### src/rtl/shift_word_feeder.sv
// Buffers parallel words and feeds them to a left shift register: one load strobe, then WIDTH
// shift-enable pulses every DIV cycles. Define SHIFT_FEEDER_FIFO_EN for a DEPTH-entry FIFO.
module shift_word_feeder #(
  parameter int unsigned WIDTH = 6,
  parameter int unsigned DEPTH = 4,
  parameter int unsigned DIV   = 1
) (
  input  logic                       clk,
  input  logic                       rst,
  input  logic                       in_valid,
  output logic                       in_ready,
  input  logic [WIDTH-1:0]           in_data,
  output logic                       sr_load,
  output logic [WIDTH-1:0]           sr_data,
  output logic                       sr_en,
  output logic                       busy,
  output logic                       word_done,
  output logic [$clog2(DEPTH+1)-1:0] fifo_count
);

  localparam int unsigned CntW = $clog2(DEPTH + 1);
  localparam int unsigned DivW = (DIV > 1) ? $clog2(DIV) : 1;
  localparam int unsigned BitW = (WIDTH > 1) ? $clog2(WIDTH) : 1;
  localparam logic [DivW-1:0] DivLast = DivW'(DIV - 1);
  localparam logic [BitW-1:0] BitLast = BitW'(WIDTH - 1);

  typedef enum logic [1:0] {StIdle, StLoad, StShift} state_e;

  state_e           state_q, state_d;
  logic [DivW-1:0]  div_q, div_d;
  logic [BitW-1:0]  bit_q, bit_d;
  logic [CntW-1:0]  count_q;
  logic [WIDTH-1:0] head;
  logic             full, push, pop, en_d;

  assign in_ready   = !full && !rst;
  assign push       = in_valid && in_ready;
  assign fifo_count = count_q;

`ifdef SHIFT_FEEDER_FIFO_EN
  localparam int unsigned PtrW = $clog2(DEPTH);

  logic [WIDTH-1:0] mem_q [DEPTH];
  logic [PtrW-1:0]  wr_ptr_q, rd_ptr_q;

  assign full = (count_q == CntW'(DEPTH));
  assign head = mem_q[rd_ptr_q];

  // Power-of-two depth lets the pointers wrap by plain overflow.
  always_ff @(posedge clk) begin
    if (rst) begin
      wr_ptr_q <= '0;
      rd_ptr_q <= '0;
    end else begin
      if (push) begin
        mem_q[wr_ptr_q] <= in_data;
        wr_ptr_q        <= wr_ptr_q + 1'b1;
      end
      if (pop) begin
        rd_ptr_q <= rd_ptr_q + 1'b1;
      end
    end
  end
`else
  logic [WIDTH-1:0] hold_q;

  assign full = (count_q != '0);
  assign head = hold_q;

  always_ff @(posedge clk) begin
    if (rst) begin
      hold_q <= '0;
    end else if (push) begin
      hold_q <= in_data;
    end
  end
`endif

  always_ff @(posedge clk) begin
    if (rst) begin
      count_q <= '0;
    end else if (push && !pop) begin
      count_q <= count_q + 1'b1;
    end else if (pop && !push) begin
      count_q <= count_q - 1'b1;
    end
  end

  always_comb begin
    state_d = state_q;
    div_d   = div_q;
    bit_d   = bit_q;
    pop     = 1'b0;
    unique case (state_q)
      StIdle: begin
        if (count_q != '0) begin
          state_d = StLoad;
          pop     = 1'b1;
          div_d   = '0;
          bit_d   = '0;
        end
      end
      StLoad: begin
        state_d = StShift;
        div_d   = '0;
        bit_d   = '0;
      end
      StShift: begin
        if (div_q == DivLast) begin
          div_d = '0;
          if (bit_q == BitLast) begin
            // Chain straight into the next word so the stream has no idle gap.
            if (count_q != '0) begin
              state_d = StLoad;
              pop     = 1'b1;
              bit_d   = '0;
            end else begin
              state_d = StIdle;
            end
          end else begin
            bit_d = bit_q + 1'b1;
          end
        end else begin
          div_d = div_q + 1'b1;
        end
      end
      default: state_d = StIdle;
    endcase
  end

  // Outputs are registered from next-state values so they line up with the state they describe.
  assign en_d = (state_d == StShift) && (div_d == DivLast);

  always_ff @(posedge clk) begin
    if (rst) begin
      state_q   <= StIdle;
      div_q     <= '0;
      bit_q     <= '0;
      sr_load   <= 1'b0;
      sr_en     <= 1'b0;
      sr_data   <= '0;
      busy      <= 1'b0;
      word_done <= 1'b0;
    end else begin
      state_q   <= state_d;
      div_q     <= div_d;
      bit_q     <= bit_d;
      sr_load   <= (state_d == StLoad);
      sr_en     <= en_d;
      busy      <= (state_d != StIdle);
      word_done <= en_d && (bit_d == BitLast);
      if (pop) begin
        sr_data <= head;
      end
    end
  end

endmodule

### config.mk
export PLATFORM = sky130hd
export DESIGN_NAME = shift_word_feeder
export DESIGN_NICKNAME = d
export VERILOG_FILES = /design/src/rtl/shift_word_feeder.sv
export SDC_FILE = /design/constraint.sdc
export NUM_CORES = 1
export LEC_CHECK = 0
export ABC_CLOCK_PERIOD_IN_PS = 5600
export BUFFER_PORTS_ARGS = -buffer_cell sky130_fd_sc_hd__buf_2
export CORE_AREA = 3 3 47 49
export CTS_BUF_LIST = sky130_fd_sc_hd__clkbuf_4 sky130_fd_sc_hd__clkbuf_8
export CTS_CLUSTER_SIZE = 24
export DETAILED_ROUTE_END_ITERATION = 6
export DIE_AREA = 0 0 50 52
export PLACE_DENSITY_LB_ADDON = 0.08
export SYNTH_ARGS = -nofsm -noshare
export SYNTH_HDL_FRONTEND = slang
export SYNTH_SLANG_ARGS = --single-unit
export TNS_END_PERCENT = 100
### constraint.sdc
create_clock -name clk -period 5.6 [get_ports clk]
set_clock_uncertainty 0.15 [all_clocks]
set_input_delay 1.4 -clock clk [delete_from_list [all_inputs] [get_ports clk]]
set_output_delay 1.4 -clock clk [all_outputs]
set_load 0.01 [all_outputs]
Word-level counts from Yosys, hierarchy flattened
Index checks and enable logic that the tools add are counted.

Word-level logic and storage cells: 53. Bits of input ports: 9. Output and inout port bits: 14. Register bits: 25.

Mux-type cells: 18. Add/subtract/negate cells: 4. Reduce and logical (&&, ||, !) cells: 14. Bitwise logic cells: 1. Equal/unequal tests: 6.

Operator list (count): two-way mux 3 bit (5); one-hot mux 3 bit (3 select lines) (1); adder 3 x 1 -> 3 bit, second input constant (2); == test 3 bit, second input constant (2); logical AND 1 bit (6); two-way mux 1 bit (6); two-way mux 2 bit (3); one-hot mux 2 bit (3 select lines) (1); == test 2 x 1 -> 1 bit, second input constant (2); == test 2 bit, second input constant (2); zero test 1 bit (4); nonzero test 2 bit (2); one-hot mux 1 bit (3 select lines) (1); nonzero test 3 bit (1); subtractor 3 x 1 -> 3 bit, second input constant (1); zero test 2 bit (1); one-hot mux 1 bit (2 select lines) (1); adder 1 bit, second input constant (1); NOT 1 bit (1).

Depth between registers and ports, before layout
Gate-level depths: netlist of the first run.

Depth in word-level cells: 8. Mapped depth: 11. Gate-level depth less buffers: 11.

Worst setup path before layout of the first run
No wires, ideal clock.

Path kind: in2reg. Start: input port rst. End: register count_q[2] (netlist: fifo_count[2]). Setup time: 70 ps. Path buffers: 0. Required time: 5380 ps. Stages: 9. Slack: 1949 ps. Arrival time: 3431 ps. Cell sequence: nor4_1 -> nand2_1 -> inv_1 -> ha_1 -> inv_1 -> fa_1 -> xor2_1 -> or3_1 -> a21oi_1.

Longest elaborated chain between the ends: 6. Elaborated cells between the ends (all ways): 8. Classes of those cells: 1 x mux; 7 x reduce/logical.

RTL lines: from (decl) (RTL line 9) `input logic rst,`; zero test 1 bit * (RTL line 36) `assign in_ready = !full && !rst;`; logical AND 1 bit * (RTL line 36); logical AND 1 bit * (RTL line 37) `assign push = in_valid && in_ready;`; via push (RTL line 34) `logic full, push, pop, en_d;`; zero test 1 bit (RTL line 84) `end else if (pop && !push) begin`; logical AND 1 bit (RTL line 84); nonzero test 2 bit (no source line); to (signal assigned) (RTL line 83) `count_q <= count_q + 1'b1;`; to (signal assigned) (RTL line 85) `count_q <= count_q - 1'b1;`; to (decl) (RTL line 32) `logic [CntW-1:0] count_q;`.

The timed path passes the listed nets; every way through them passes the cells marked *. A chain may end at the register's enable or synchronous reset.

Worst setup path after layout of the first run
Start: input port rst. End: output port in_ready.

Longest elaborated chain between the ends: 2.

RTL lines: zero test 1 bit (RTL line 36); logical AND 1 bit (RTL line 36); to (decl) (RTL line 11) `output logic in_ready,`.

No other way between the ends.

==> results of run 1 <==
[worst max-delay path, stage by stage]
cell    delay [ns]
buf_2         0.23
nor4_1        0.28
buf_2         0.20
[state kept, by name, indices dropped and copies added (netlist names)]
signal	flops
head	6
sr_data	6
bit_q	3
fifo_count	3
state_q	2
busy	1
div_q	1
sr_en	1
sr_load	1
word_done	1
[layout make-up]
cell class,instances,area [um^2],area share [%]
clock buffer,4,30.03,2.459
inverter,5,18.77,1.537
multi-input combinational,77,528.0,43.24
sequential,25,500.5,40.98
tap,27,33.78,2.766
timing repair buffer,22,110.1,9.016
[layout by cell type, fill, tap and decap left out, types with 2 or more instances in the layout]
cell type  count
nand3_1        3
a21oi_1        4
nand3b_1       8
mux2i_1        8
ha_1           3
o211ai_1       2
buf_2         22
xor2_1         2
inv_1          5
clkbuf_4       4
nor2b_1        3
nor4_1         2
o21ai_0        2
nand2_1       15
nor2_1        11
dfxtp_1       25
[through the flow]
| step | total power [mW] | cells | hold slack [ns] |
|---|---|---|---|
| floorplan | 0.4216 | 111 | 0.2987 |
| global placement | 0.4680 | 156 | 0.3194 |
| detailed placement | 0.4728 | 156 | 0.3153 |
| CTS | 0.5572 | 160 | 0.3375 |
| global route | 0.5933 | 160 | 0.3569 |
| finish | 0.5501 | 160 | 0.3358 |
[per-layer routing]
layer  vias to the layer above  GRT usage, %
li1                        427             -
met1                       386         20.50
met2                        14         27.83
met3                         2         4.011
met4                         0         7.373
met5                         -             0
[worst paths after layout]
kind | from | end | slack, ns | depth (start not counted)
setup / recovery | rst | in_ready | 1.93 | 3
hold / removal | head[3] | head[3] | 0.34 | 2
setup reg to reg | bit_q[0] | fifo_count[2] | 2.81 | 10
hold reg to reg | head[3] | head[3] | 0.34 | 2
[where the power goes]
group	internal [mW]	switching (mW)
clock	0.0326	0.0490
combinational	0.0995	0.119
sequential	0.215	0.0350
[cell families (layout without fill, tap and decap cells)]
group                    Yosys count  count (layout)  share of synthesized area (%)
AO/OA/AOI/OAI                     14              14                          10.05
adder cells (fa/ha/maj)            4               4                          5.374
flip-flops                        25              25                          46.73
multiplexers                       8               8                          7.477
AND/OR/NAND/NOR                   49              49                          24.77
XOR/XNOR                           2               2                          1.636
buffers and inverters              9              31                          3.972
==> impl_metrics.tcl, run 1 <==
set metrics [dict create \
    status "complete, no violations" \
    grt_max_degree 26 \
    finalCriticalPeriod_ns 3.666 \
    drc 0 \
    fmaxAchievable_ghz 0.2728 \
    synth_top_cell_by_area "dfxtp_1" \
    yosys-top-cells-count "dfxtp_1, nand2_1, nor2_1, mux2i_1, nand3b_1" \
    final_nets 147 \
    h-tree-depth 1 \
    worstPathRequired_ns 4.05 \
    yosys_warnings 0 \
    setup_ws_ns 1.934 \
    criticalPathCategory "in -> out" \
    yosysMostFrequentCell "dfxtp_1" \
    synthArstFlopShare_pct 0 \
    fp.dieArea_mm2 0.002600 \
    relSlewSlack_pct 47.21 \
    grtUsageTotal_pct 16.76 \
    hp-class "reg -> reg" \
    grt_pass1_vias 802 \
    die_w_um 50 \
    grt_first_pass_wirelength_mm 3.374 \
    ys_types 31 \
    grt_antenna_before_repair 0 \
    yosysSeqAreaShare_pct 46.73 \
    vdd_drop_max_mv 0.2268 \
    postLayoutCellArea_mm2 0.001221 \
    core-area_mm2 0.001902 \
    netlist_area_mm2 0.001071 \
    drv_slew 0 \
    antennaDiodeCount 0 \
    cp-start-kind "input port" \
    tightest_slew_ns 0.7847 \
    hold_buffers 0 \
    syn_avg_cell_area_um2 9.649 \
    totalWireLength_mm 1.906 \
    clk_path_buf_depth 2 \
    wl_per_cell_um 11.91 \
    cts_buffers 3 \
    period_share_pct 65.47 \
    cts_root_buffer "clkbuf_4" \
    vias_per_cell 5.181 \
    die_h_um 52 \
    place_area_mm2 0.001191 \
    firstDrtPassIters 4 \
    p_leak_nw 0.5720 \
    synth_top_cell_area_share_pct 46.73 \
    worstPathArrival_ns 2.12 \
    grt_remaining_overflow 0 \
    cp-end-kind "output port" \
    drv_cap 0 \
    drt_iter0_drc 10 \
    setup_violations 0 \
    power_density_mw_per_mm2 450.5 \
    synth-edff-count 0 \
    wl_met1_um 929 \
    fin_util_pct 64.21 \
    n_fill_cell 155 \
    dp_slack_ns 1.761 \
    clk_latency_ns 0.30 \
    port-buffer-count 22 \
    hold_violations 0 \
    dr_total_vias 829 \
    clkSinkCount 25 \
    synthFlopType "dfxtp_1" \
    dr_wl_met3_um 63 \
    fin_tns_setup_ns 0 \
    grt_setup_unrepaired "false" \
    rows 16 \
    path_max_fanout 25 \
    gp_congestion 0.8395 \
    syn_to_final_growth_pct 14.02 \
    synthCells 111 \
    syn-num-nets 124 \
    wl_met2_um 895 \
    drive_gt1_share_pct 23.31 \
    routed.top_layer "met4" \
    hpwlAfterDp_mm 1.396 \
    start_util_pct 56.32 \
    synthTopCellsByArea "dfxtp_1, mux2i_1, nand3b_1" \
    tritoncts "built" \
    postCtsSetupRepairBufs 0 \
    yosys_register_bits 25 \
    ant_nets 0 \
    num_io_pins 23 \
    clkSlewWorstSetupHoldPaths_ns 0.13 \
    cts_resized 0 \
]
No activity file was read; power rests on OpenSTA's default activity.
==> run 2: changes to the inputs <==
--- a/config.mk
+++ b/config.mk
@@ -5,13 +5,13 @@
 export SDC_FILE = /design/constraint.sdc
 export NUM_CORES = 1
 export LEC_CHECK = 0
-export ABC_CLOCK_PERIOD_IN_PS = 5600
+export ABC_CLOCK_PERIOD_IN_PS = 3580
 export BUFFER_PORTS_ARGS = -buffer_cell sky130_fd_sc_hd__buf_2
-export CORE_AREA = 3 3 47 49
+export CORE_AREA = 3 3 49 51
 export CTS_BUF_LIST = sky130_fd_sc_hd__clkbuf_4 sky130_fd_sc_hd__clkbuf_8
 export CTS_CLUSTER_SIZE = 24
 export DETAILED_ROUTE_END_ITERATION = 6
-export DIE_AREA = 0 0 50 52
+export DIE_AREA = 0 0 52 54
 export PLACE_DENSITY_LB_ADDON = 0.08
 export SYNTH_ARGS = -nofsm -noshare
 export SYNTH_HDL_FRONTEND = slang
==> constraint.sdc (replaced) <==
create_clock -name clk -period 3.58 [get_ports clk]
set_clock_uncertainty 0.15 [all_clocks]
set_input_delay 0.895 -clock clk [delete_from_list [all_inputs] [get_ports clk]]
set_output_delay 0.895 -clock clk [all_outputs]
set_load 0.01 [all_outputs]
==> impl_metrics.tcl, run 2 (synthesized netlist as in run 1, its figures left out) <==
set metrics [dict create \
    status "complete, no violations" \
    drv_cap 0 \
    gp_congestion 0.7027 \
    criticalPathCategory "reg -> reg" \
    drv_slew 0 \
    setup_violations 0 \
    clkSinkCount 25 \
    core-area_mm2 0.001982 \
    n_fill_cell 183 \
    routed.top_layer "met4" \
    path_max_fanout 7 \
    grt_max_degree 25 \
    fmaxAchievable_ghz 0.3604 \
    drt_iter0_drc 5 \
    drive_gt1_share_pct 24.44 \
    cts_resized 0 \
    pwr-share-seq_pct 45.2 \
    cts_root_buffer "clkbuf_4" \
    reg2reg_to "fifo_count[2]" \
    vdd_drop_max_mv 0.3697 \
    dp_slack_ns 0.5598 \
    swShare_pct 38.29 \
    power_density_mw_per_mm2 704.3 \
    cp-end-kind "register" \
    wl_met2_um 861 \
    hold_buffers 0 \
    grt_pass1_vias 754 \
    fp.dieArea_mm2 0.002808 \
    p_comb_share_pct 39.6 \
    tightest_slew_ns 0.8035 \
    h-tree-depth 1 \
    clkSlewWorstSetupHoldPaths_ns 0.14 \
    clkPwrFrac_pct 15.2 \
    num_io_pins 23 \
    setup_ws_ns 0.8054 \
    finalPower_uw 870.6 \
    mostFrequentLayoutCells "dfxtp_1, buf_2, nand2_1" \
    syn_to_final_growth_pct 15.42 \
    intPower_uw 537.3 \
    final_common_cell "dfxtp_1" \
    clk_latency_ns 0.32 \
    dr_total_vias 849 \
    totalWireLength_mm 1.986 \
    final_nets 149 \
    grt_setup_unrepaired "false" \
    ant_nets 0 \
    grt_first_pass_wirelength_mm 3.532 \
    timing.rr.start "bit_q[0]" \
    worstRegToRegCells 10 \
    holdWs_ns 0.3340 \
    finalCriticalPeriod_ns 2.775 \
    tritoncts "built" \
    postCtsSetupRepairBufs 0 \
    holdPathEnd "head[4]" \
    p_leak_nw 0.5767 \
    grt_antenna_before_repair 0 \
    drc 0 \
    wl_met1_um 985 \
    fin_tns_setup_ns 0 \
    firstDrtPassIters 4 \
    die_w_um 52 \
    vias_per_cell 5.241 \
    rows 16 \
    hp-class "reg -> reg" \
    start_util_pct 54.04 \
    switchingPower_uw 333.3 \
    min_path_cells 2 \
    min_from "head[4]" \
    cts_buffers 3 \
    worstPathRequired_ns 3.70 \
    grtUsageTotal_pct 17.39 \
    die_h_um 54 \
    dr_wl_met3_um 94 \
    period_share_pct 77.50 \
    clk_path_buf_depth 2 \
    hold_violations 0 \
    antennaDiodeCount 0 \
    r2r_slack_ns 0.81 \
    port-buffer-count 22 \
    wl_per_cell_um 12.26 \
    grt_remaining_overflow 0 \
    cp-start-kind "register" \
    relSlewSlack_pct 45.94 \
    worstPathArrival_ns 2.89 \
    hpwlAfterDp_mm 1.459 \
]
==> run 2: worst max path at each step <==
stage / startpoint / end
after floorplan: rst / fifo_count[2]
after global placement: rst / fifo_count[2]
after detailed placement: rst / fifo_count[2]
after CTS: bit_q[0] / fifo_count[2]
after global routing: bit_q[0] / fifo_count[2]
final: bit_q[0] / fifo_count[2]
==> run 2: layout make-up <==
type | count | area [um^2] | area share [%]
inverters | 5 | 18.77 | 1.518
multi-input cells | 77 | 528.0 | 42.71
clock buffers | 3 | 22.52 | 1.822
clock inverters | 1 | 7.507 | 0.6073
well taps | 27 | 33.78 | 2.733
flip-flops and latches | 25 | 500.5 | 40.49
repair buffers | 24 | 125.1 | 10.12
==> run 2: worst max-delay path: stages (launching register included) <==
cell and delay [ns]:
dfxtp_1 0.43, ha_1 0.26, nand3b_1 0.19, a211oi_4 0.54
inv_1 0.16, ha_1 0.24, inv_1 0.07, fa_1 0.17
xor2_1 0.08, or3_1 0.30, a21oi_1 0.14
==> run 2: power groups by stage <==
stage          Combinational (mW)  Clock (mW)  Sequential (mW)
3_3_place_gp                0.341           0            0.400
2_1_floorplan               0.267           0            0.393
4_1_cts                     0.348       0.138            0.394
5_1_grt                     0.386       0.148            0.404
3_5_place_dp                0.346           0            0.400
6_report                    0.344       0.133            0.393
==> run 2: through the flow <==
stage	instance area, um^2	util (%)	instances
after global placement	1206	60.86	158
after CTS	1236	62.37	162
after global routing	1236	62.37	162
after floorplan	1071	-	111
after detailed placement	1206	60.86	158
final	1236	62.37	162
==> run 2: per-layer routing <==
metal	up-vias	GRT usage (%)
li1	436	-
met1	390	23.38
met2	19	25.31
met3	4	3.878
met4	0	10.48
met5	-	0
==> run 3: changes to the inputs <==
--- a/config.mk
+++ b/config.mk
@@ -5,13 +5,14 @@
 export SDC_FILE = /design/constraint.sdc
 export NUM_CORES = 1
 export LEC_CHECK = 0
-export ABC_CLOCK_PERIOD_IN_PS = 3580
+export ABC_AREA = 1
+export ABC_CLOCK_PERIOD_IN_PS = 2350
 export BUFFER_PORTS_ARGS = -buffer_cell sky130_fd_sc_hd__buf_2
-export CORE_AREA = 3 3 49 51
+export CORE_AREA = 3 3 51 53
 export CTS_BUF_LIST = sky130_fd_sc_hd__clkbuf_4 sky130_fd_sc_hd__clkbuf_8
 export CTS_CLUSTER_SIZE = 24
 export DETAILED_ROUTE_END_ITERATION = 6
-export DIE_AREA = 0 0 52 54
+export DIE_AREA = 0 0 54 56
 export PLACE_DENSITY_LB_ADDON = 0.08
 export SYNTH_ARGS = -nofsm -noshare
 export SYNTH_HDL_FRONTEND = slang
==> constraint.sdc (replaced) <==
create_clock -name clk -period 2.35 [get_ports clk]
set_clock_uncertainty 0.15 [all_clocks]
set_input_delay 0.5875 -clock clk [delete_from_list [all_inputs] [get_ports clk]]
set_output_delay 0.5875 -clock clk [all_outputs]
set_load 0.01 [all_outputs]
==> impl_metrics.tcl, run 3 <==
set metrics [dict create \
    yosysMostFrequentCell "nand2_1" \
    drv_slew 0 \
    criticalPathCategory "reg -> reg" \
    fmaxAchievable_ghz 0.4636 \
    core-area_mm2 0.002191 \
    antennaDiodeCount 0 \
    port-buffer-count 22 \
    clkSinkCount 25 \
    grtUsageTotal_pct 15.67 \
    mostFrequentLayoutCells "nand2_1, dfxtp_1, buf_2" \
    start_util_pct 48.43 \
    tightest_slew_ns 0.2279 \
    intPower_uw 822.8 \
    final_common_cell "nand2_1" \
    yosys-top-cells-count "nand2_1, dfxtp_1, a21oi_1, nand3_1, nor2_1" \
    yosys_warnings 0 \
    synth_top_cell_area_share_pct 47.17 \
    tritoncts "built" \
    worstPathRequired_ns 2.43 \
    syn_to_final_growth_pct 19.69 \
    worstPathArrival_ns 2.23 \
    totalWireLength_mm 2.040 \
    synthCells 136 \
    postCtsSetupRepairBufs 0 \
    grt_max_degree 16 \
    n_fill_cell 218 \
    fin_tns_setup_ns 0 \
    syn_avg_cell_area_um2 7.802 \
    regArea_um2 501.7 \
    power_density_mw_per_mm2 1076 \
    pwr-share-seq_pct 42.2 \
    synthFlopType "dfxtp_1" \
    synth_mux_area_share_pct 0 \
    rows 17 \
    cts_root_buffer "clkbuf_4" \
    clkPwrFrac_pct 14.3 \
    grt_setup_unrepaired "false" \
    synthXorXnorAreaFrac_pct 0 \
    drv_cap 0 \
    yosys.area_share.adder_pct 5.425 \
    cp_slowest_stage_delay_ns 0.38 \
    num_io_pins 23 \
    cp-end-kind "register" \
    final_nets 178 \
    worstRegToRegCells 10 \
    firstDrtPassIters 4 \
    gp_congestion 0.7833 \
    grt_remaining_overflow 0 \
    hp-class "in -> reg" \
    die_h_um 56 \
    synthArstFlopShare_pct 0 \
    grt_first_pass_wirelength_mm 3.670 \
    crit_path_cell_trace "nor2_2, nand2_2, nor3b_4, ha_1, inv_1, fa_1, a21oi_1, o21ai_0, o21ai_0, a21oi_1" \
    ant_nets 0 \
    clk_path_buf_depth 2 \
    synthSimpleGateAreaFrac_pct 27.48 \
    holdWs_ns 0.3051 \
    synth-compound-area-share_pct 14.15 \
    cts_buffers 3 \
    syn-num-nets 149 \
    synth-edff-count 0 \
    wl_per_cell_um 10.63 \
    p_comb_share_pct 43.5 \
    grt_pass1_vias 868 \
    drive_gt1_share_pct 25.00 \
    switchingPower_uw 543.1 \
    h-tree-depth 1 \
    period_share_pct 91.79 \
    multi_input_area_um2 510.5 \
    min_path_cells 3 \
    clk_latency_ns 0.32 \
    status "complete, no violations" \
    clkSlewWorstSetupHoldPaths_ns 0.14 \
    critical-path-slowest-cell "dfxtp_1" \
    synth_top_cell_by_area "dfxtp_1" \
    vdd_drop_max_mv 0.7114 \
    grt_antenna_before_repair 0 \
    drc 0 \
    vias_per_cell 4.818 \
    yosysSeqAreaShare_pct 47.17 \
    hpwlAfterDp_mm 1.516 \
    yosys_register_bits 25 \
    swShare_pct 39.76 \
    p_leak_nw 0.5678 \
    drt_iter0_drc 30 \
    dr_total_vias 925 \
    path_max_fanout 4 \
    cp-start-kind "register" \
    finalCriticalPeriod_ns 2.157 \
    fp.dieArea_mm2 0.003024 \
    ys_types 22 \
    hold_violations 0 \
    die_w_um 54 \
    synth_top_family_by_area "simple AND/OR/NAND/NOR gates" \
    netlist_area_mm2 0.001061 \
    synthTopCellsByArea "dfxtp_1, nand2_1, a21oi_1" \
    setup_violations 0 \
    relSlewSlack_pct 84.65 \
]
## run 3: cell count changes in the layout (fill, tap and decap cells not counted), sizes merged, moves of 2 or more
cell	delta
a21oi	+9
buf	+4
inv	+4
mux2i	-8
nand2	+23
nand3	+8
nand3b	-8
nor2b	-3
nor4	-2
o211ai	-2
o21ai	+10
xor2	-2
## run 3: path summary, 6_finish.rpt
| check | from | endpoint | slack, ns |
|---|---|---|---|
| worst max register to register | fifo_count[1] | fifo_count[2] | 0.19 |
| worst min-delay path | in_data[0] | head[0] | 0.31 |
| worst min register to register | sr_data[3] | sr_data[3] | 0.32 |
| worst max-delay path | fifo_count[1] | fifo_count[2] | 0.19 |
## run 3: per-stage QoR
step	setup slack, ns	utilization (%)	std cells	instance area, um^2	total power [mW]
finish	0.1929	57.97	192	1270	1.366
global route	0.01884	57.97	192	1270	1.489
CTS	0.09229	57.68	192	1264	1.376
detailed placement	0.1078	56.31	188	1234	1.179
global placement	0.1573	56.31	188	1234	1.177
floorplan	0.009794	-	136	1071	0.9958
## run 3: what timing repair did
item / 4_1_cts / 5_1_grt
setup endpoints to repair: 0 / 2
gates resized for setup: 0 / 3
hold buffers: 0 / 0
## run 3: logic make-up (layout without fill, tap and decap cells)
family,after synthesis,after routing
fa+ha+maj,4,4
simple gates,66,66
compound gates,27,27
flops,25,25
buf+inv,14,42
## run 3: critical path, delay by kind of cell, from the launching register on
kind,cells,cell delay [ns]
flops,1,0.38
fa+ha+maj,2,0.54
buf+inv,1,0.06
simple gates,3,0.48
compound gates,4,0.46
## run 3: area by class of cell
type	instances	area share, %
Clock buffer	3	1.773
Clock inverter	1	0.5911
Inverter	10	2.956
Multi-Input combinational cell	97	40.20
Sequential cell	25	39.51
Tap cell	28	2.759
Timing Repair Buffer	28	12.22
## run 3: power by group through the flow
stage / clock, mW / combinational, mW / sequential (mW)
2_1_floorplan: 0 / 0.392 / 0.604
6_report: 0.195 / 0.595 / 0.576
3_3_place_gp: 0 / 0.596 / 0.582
4_1_cts: 0.205 / 0.596 / 0.574
3_5_place_dp: 0 / 0.594 / 0.585
5_1_grt: 0.219 / 0.680 / 0.591
## run 3: layer usage
| layer | vias up | global-route usage (%) | wire [um] |
|---|---|---|---|
| met5 | - | 0 | 0 |
| met4 | 0 | 5.338 | 17 |
| met3 | 2 | 2.413 | 69 |
| met2 | 12 | 24.74 | 966 |
| met1 | 410 | 21.18 | 986 |
| li1 | 501 | - | - |
